**config.mk**
```make
export PLATFORM = sky130hd
export DESIGN_NAME = serial_framer
export DESIGN_NICKNAME = d
export VERILOG_FILES = /design/src/rtl/serial_framer.sv
export SDC_FILE = /design/constraint.sdc
export NUM_CORES = 1
export LEC_CHECK = 0
export ABC_AREA = 0
export BUFFER_PORTS_ARGS = -buffer_cell sky130_fd_sc_hd__buf_2
export CAP_MARGIN = 20
export CORE_MARGIN = 4
export CORE_UTILIZATION = 45
export DETAILED_ROUTE_END_ITERATION = 6
export PLACE_DENSITY = 0.74
export SYNTH_ARGS = -nofsm -noshare
export SYNTH_HDL_FRONTEND = slang
export SYNTH_SLANG_ARGS = --single-unit
```
**constraint.sdc**
```tcl
create_clock -name clk -period 1.55 [get_ports clk]
set_input_delay 0.3875 -clock clk [delete_from_list [all_inputs] [get_ports clk]]
set_output_delay 0.3875 -clock clk [all_outputs]
set_load 0.05 [all_outputs]
```
**src/rtl/serial_framer.sv**
```systemverilog
// Serial-to-parallel framer: hunts for SYNC_WORD in a strobed bitstream, then assembles
// FRAME_WORDS words MSB-first into a one-word valid/ready holding register.
module serial_framer #(
   parameter int unsigned      WIDTH       = 8,
   parameter logic [WIDTH-1:0] SYNC_WORD   = 8'hA5,
   parameter int unsigned      FRAME_WORDS = 4
) (
   input  logic             clk,
   input  logic             clear,
   input  logic             din,
   input  logic             din_en,
   output logic [WIDTH-1:0] data_out,
   output logic             data_valid,
   input  logic             data_ready,
   output logic             locked,
   output logic             overrun
);

   localparam int unsigned BW = $clog2(WIDTH);
   localparam int unsigned FW = $clog2(WIDTH + 1);
   localparam int unsigned WW = $clog2(FRAME_WORDS + 1);

   localparam logic [BW-1:0] BitLast  = BW'(WIDTH - 1);
   localparam logic [FW-1:0] FillFull = FW'(WIDTH);
   localparam logic [FW-1:0] FillPrev = FW'(WIDTH - 1);
   localparam logic [WW-1:0] WordLast = WW'(FRAME_WORDS - 1);

   typedef enum logic {StHunt, StLocked} state_e;

   state_e           r_state;
   logic [WIDTH-1:0] r_sr;
   logic [FW-1:0]    r_fill;
   logic [BW-1:0]    r_bit_cnt;
   logic [WW-1:0]    r_word_cnt;
   logic [WIDTH-1:0] r_data_out;
   logic             r_data_valid;
   logic             r_overrun;

   logic [WIDTH-1:0] w_sr_next;
   logic             w_filled;
   logic             w_sync_hit;
   logic             w_word_done;

   assign w_sr_next = {r_sr[WIDTH-2:0], din};
   // Fill counts the current bit too, so one short of full is already enough.
   assign w_filled    = (r_fill == FillFull) || (r_fill == FillPrev);
   assign w_sync_hit  = (r_state == StHunt) && din_en && w_filled && (w_sr_next == SYNC_WORD);
   assign w_word_done = (r_state == StLocked) && din_en && (r_bit_cnt == BitLast);

   always_ff @(posedge clk or negedge clear) begin
      if (!clear) begin
         r_state      <= StHunt;
         r_sr         <= '0;
         r_fill       <= '0;
         r_bit_cnt    <= '0;
         r_word_cnt   <= '0;
         r_data_out   <= '0;
         r_data_valid <= 1'b0;
         r_overrun    <= 1'b0;
      end else begin
         if (din_en) begin
            r_sr <= w_sr_next;
            if (r_fill != FillFull) begin
               r_fill <= r_fill + FW'(1);
            end
         end

         unique case (r_state)
            StHunt: begin
               if (w_sync_hit) begin
                  r_state    <= StLocked;
                  r_bit_cnt  <= '0;
                  r_word_cnt <= '0;
               end
            end
            StLocked: begin
               if (din_en) begin
                  if (r_bit_cnt == BitLast) begin
                     r_bit_cnt  <= '0;
                     r_word_cnt <= r_word_cnt + WW'(1);
                     if (r_word_cnt == WordLast) begin
                        r_state <= StHunt;
                        r_fill  <= '0;
                     end
                  end else begin
                     r_bit_cnt <= r_bit_cnt + BW'(1);
                  end
               end
            end
         endcase

         // A completed word only lands if the holding register is free this edge.
         if (w_word_done) begin
            if (!r_data_valid || data_ready) begin
               r_data_out   <= w_sr_next;
               r_data_valid <= 1'b1;
            end else begin
               r_overrun <= 1'b1;
            end
         end else if (r_data_valid && data_ready) begin
            r_data_valid <= 1'b0;
         end
      end
   end

   assign data_out   = r_data_out;
   assign data_valid = r_data_valid;
   assign locked     = (r_state == StLocked);
   assign overrun    = r_overrun;

endmodule

```
[After elaboration in Yosys (flattened, before gate mapping)]
Index checks and enable logic that the tools add are counted.
Word-level totals
  word-level logic and storage cells: 59
  output and inout port bits: 11
  bits of input ports: 5
  flip-flop bits (word level): 28
Operators by class
  bitwise logic cells: 2
  muxes and demuxes: 21
  equality and inequality tests: 10
  reduce and logical (&&, ||, !) cells: 15
  $add $sub $neg: 3
Operator list (number)
  2-to-1 mux 4 bit: 6
  2-to-1 mux 3 bit: 5
  one-hot mux 3 bit (2 select lines): 2
  equality test 8 bit, second input constant: 1
  AND reduction 2 bit: 4
  2-to-1 mux 1 bit: 7
  adder 3 x 1 -> 3 bit, second input constant: 2
  logical AND 1 bit: 6
  adder 4 x 1 -> 4 bit, second input constant: 1
  equality test 4 x 3 -> 1 bit, second input constant: 1
  equality test 4 bit, second input constant: 1
  inequality test 2 x 1 -> 1 bit, second input constant: 2
  inequality test 2 bit, second input constant: 2
  inequality test 4 bit, second input constant: 1
  equality test 3 x 2 -> 1 bit, second input constant: 1
  equality test 3 bit, second input constant: 1
  AND reduction 3 bit: 1
  logical OR 1 bit: 2
  NOT 1 bit: 2
  one-hot mux 1 bit (2 select lines): 1
  nonzero test 2 bit: 1
  logical NOT 1 bit: 1

[Logic depth before layout (Yosys ltp)]
  depth in word-level cells: 7
  depth in mapped cells: 6

[Worst setup path before layout]
OpenSTA, ideal clock, no wires.
  path type: reg-to-reg
  start point: reg r_state, in the netlist locked
  end point: reg r_data_out[0], in the netlist data_out[0]
  clock period less this slack: 1723 ps
  buffers on the path: 2
  stages on the path, launching flop included: 6
  library setup time: 125 ps
  arrival time: 1599 ps
  setup slack: -173 ps
  cell sequence: dfrtp_1 buf_2 nand3_1 nor2b_1 buf_4 mux2_2
On the way
  cells in the longest elaborated chain, start to end: 3
RTL lines
  from (decl): line 30  | state_e r_state;
  from (signal assigned): line 52  | r_state <= StHunt;
  from (signal assigned): line 71  | r_state <= StLocked;
  from (signal assigned): line 82  | r_state <= StHunt;
  logical AND 1 bit (2 in a row): line 48  | assign w_word_done = (r_state == StLocked) && din_en && (r_bit_cnt == BitLast);
  AND reduction 2 bit (no source line)
  to (signal assigned): line 95  | r_data_out <= w_sr_next;
  to (decl): line 35  | logic [WIDTH-1:0] r_data_out;
No other way between the ends.
A chain may end at the register's enable or synchronous reset.

[Worst setup path in the final report]
  start point: reg r_bit_cnt[0]
  end point: reg r_data_out[4], in the netlist data_out[4]
On the way
  cells in the longest elaborated chain, start to end: 3
RTL lines
  from (decl): line 33  | logic [BW-1:0] r_bit_cnt;
  from (signal assigned): line 86  | r_bit_cnt <= r_bit_cnt + BW'(1);
  equality test 3 bit: line 48
  logical AND 1 bit: line 48
  AND reduction 2 bit (no source line)
No other way between the ends.

==> reports/results.txt <==
The pin slew with the least headroom to its limit works out to 0.599 ns. Clock-pin slew was measured on the worst setup and hold paths at 0.14 ns. Walking the worst path, the cells encountered are ha_2 -> ha_4 -> nand3_4 -> nor2b_2 -> buf_6 -> mux2_4. The Yosys step of the flow raised 0 warnings. Level count of the clock H-tree: 1.

For the count of hold buffers inserted by post-cts repair, the log shows 0. The logs give 0 for the number of antenna violations at the first check in global routing and 3 for the TritonCTS buffer count. Adding up every negative setup slack in the final design gives 0 ns.

Initial standard-cell utilization of the core: 0.476. For the endpoint arrival time on the critical path, the log shows 1.73 ns. Dividing the detail-routed via count by the number of cells gives 5.43. The aggregate global routing overflow is 0. Setup repair after global routing could not meet its margin everywhere. The congestion estimate from routability-driven global placement came to 0.745. The number of vias after detailed routing is 902, and the count of pins over their slew limit is 0. The final layout contains routed wiring with a total length of 2520 um.

The I/O pin count was 16; the unique cell type count in the Yosys netlist was 26. The post-detailed-route wirelength per cell is 15.2 um. The logs give 0.601 for the headroom to the max-slew limit and 1800 um for the sum of net half-perimeters after detailed placement. The setup skew after layout was 0.0137 ns. For this run, design rule violations remaining after detail routing come to 0. The chip height was 62.5 um; the maximum buffer depth of the clock tree was 2. The detailed router finished its first iteration with 30 violations. The tools report the cell leakage power as 0.821 nW.

For the total nets after synthesis, the log shows 120. The clock net in this run drives a total of 28 sinks. The total routing usage reported by global routing was 0.140. Nature of the critical path endpoint: a flip-flop. dfrtp_1 takes more of the synthesized area than any other cell. The maximum cell stage delay along the critical path came out at 0.40 ns. The share of synthesized flip-flops with an asynchronous set or reset was 1.00. The tools report the number of hold violations in the final report as 0. Pin count of the biggest net entering global routing: 29.

The portion of synthesized cell area occupied by the leading cell type is 0.525. The average instance area after synthesis is 12.2 um^2. The required arrival time at the worst endpoint came out at 1.76 ns. The root cell of the clock tree is clkbuf_4. Area added between synthesis and finish: 21.5%. The row count is 19, and the number of global-route vias before repair is 945.

The insertion delay of the later-clocked pin in the worst-skew pair was 0.32 ns. During placement, the flow inserted port buffers numbering 15. The highest clock frequency the design can meet was 657 MHz; the antenna diode count was 0. The floorplan step defined a die boundary enclosing 3900 um^2. The total iterations of the first detailed-routing run was 4.

The synthesized instance count is 109, and the number of maximum-capacitance constraint violations is 0. The type of the worst setup path was flip-flop to flip-flop. Yosys mapped a number of flops with a built-in enable equal to 0.

Setup violations remaining at the end of the flow were counted as 0. The count of filler cells inserted in the layout is 240, and the period utilization is 0.982. After synthesis, the cell types taking the most area are dfrtp_1 (52%), mux2_2 (13%), ha_1 (5.6%). The ratio of cells with drive above 1 in the final layout came out at 0.430. Part of the Yosys area used for sequential elements: 0.525.

VDD sags by at most 778 uV. Among all flip-flop cells after synthesis, the most frequent one is dfrtp_1. The total power of the final layout came out at 1.75 mW. TritonCTS built the clock tree. The path class of the tightest hold or removal check is input port to async pin.

The flow ran to the end, and the final reports show no timing, DRC or antenna violations. After synthesis the netlist holds a flip-flop and latch count of 28. The summed instance area of the synthesized netlist is 1340 um^2.

The overall die width works out to 62.5 um. Ranked by instance count, the synthesized netlist is headed by dfrtp_1 (28), mux2_2 (15), nand2_1 (12). The tools report the post-route antenna net violation count as 0. Along the worst path, the maximum fanout reaches 8. Subtracting the final worst setup slack from the clock period gives 1.52 ns.

In this run the power density over the cells is 1080 nW/um^2. The global-route wire length before repair was 4400 um. Among all stages on the critical path, the largest delay is contributed by dfrtp_1. Count of nets after finishing: 147. The dominant cell by count in the synthesized netlist was dfrtp_1. The core region is 2810 um^2. The element type at the critical path start was a flip-flop.
-- layer usage --
layer / track usage / wire [um]
met3: 0.0378 / 79
met1: 0.186 / 1150
met2: 0.228 / 1280
met4: 0.0331 / 16
met5: 0 / 0
-- critical path: cells and delay by family (launching register included) --
family / cells / cell delay [ns]
simple gates: 2 / 0.19
fa+ha+maj: 2 / 0.34
mux: 1 / 0.31
flops: 1 / 0.40
buf+inv: 1 / 0.16
-- stage by stage --
stage | hold slack (ns) | setup WS, ns | utilization | cells | cell area, um^2
after global placement | 0.423 | 0.0518 | 0.532 | 159 | 1490
after floorplan | 0.0919 | 0.00419 | - | 109 | 1340
final | 0.0465 | 0.0280 | 0.578 | 166 | 1620
after detailed placement | 0.439 | -0.0184 | 0.532 | 159 | 1490
after global routing | 0.0785 | -0.0430 | 0.578 | 166 | 1620
after CTS | 0.0620 | -0.00234 | 0.555 | 163 | 1560
-- what timing repair did --
item                       in CTS  in global routing
pin swaps                       1                  2
setup endpoints to repair       8                 16
hold endpoints to repair        0                  0
buffers inserted                0                  3
gates resized for setup         9                 11
-- worst paths after layout --
path | slack, ns | startpoint | endpoint | depth (start not counted)
worst max-delay path | 0.03 | r_bit_cnt[0] | data_out[4] | 6
min in group clk | 0.32 | din | data_out[0] | 2
worst max register to register | 0.03 | r_bit_cnt[0] | data_out[4] | 6
worst min-delay path | 0.05 | clear | r_word_cnt[2] | 1
worst min register to register | 0.51 | overrun | overrun | 1
max in group asynchronous | 1.08 | clear | locked | 1
-- layout by cell type, fill, tap and decap left out, types with 2 or more instances in the layout --
master	synthesis	routed
dfrtp_1	28	27
buf_2	2	14
nand2_1	12	12
buf_4	1	10
mux2_4	0	8
mux2_2	15	7
inv_1	6	6
nand3_1	7	6
nor2_1	3	3
mux2i_1	3	3
o21ai_2	0	3
o2bb2ai_1	3	3
ha_1	6	3
clkbuf_4	0	3
a21oi_1	2	2
nand3b_4	2	2
a21o_1	2	2
nand4bb_1	2	2
nand2b_1	2	2
o22ai_1	2	2
ha_2	0	2
buf_6	0	2
-- state kept, by name, summed over array words and instances, names as in the netlist --
register,cells
overrun,1
r_word_cnt,3
r_fill,4
data_out,8
locked,1
r_sr,7
data_valid,1
r_bit_cnt,3
-- cell type report --
cell class / count / area [um^2] / share of cell area
Multi-Input combinational cell: 71 / 664 / 0.410
Tap cell: 31 / 38.8 / 0.0239
Inverter: 6 / 22.5 / 0.0139
Clock buffer: 4 / 26.3 / 0.0162
Timing Repair Buffer: 26 / 168 / 0.103
Sequential cell: 28 / 702 / 0.433
-- report_power, final --
part	total, mW	internal (mW)	leakage, nW	switching, mW
clock network	0.298	0.101	0.0150	0.197
registers	0.967	0.843	0.348	0.123
logic	0.489	0.266	0.458	0.223
total	1.75	1.21	0.821	0.543
-- cells by family (layout without fill, tap and decap cells) --
| group | after synthesis | after routing | share of synthesized area |
|---|---|---|---|
| compound gates | 16 | 16 | 0.0965 |
| simple gates | 31 | 31 | 0.141 |
| flops | 28 | 28 | 0.525 |
| buf+inv | 10 | 36 | 0.0328 |
| mux | 18 | 18 | 0.149 |
| fa+ha+maj | 6 | 6 | 0.0562 |
Power figures use the tool's default switching activity.
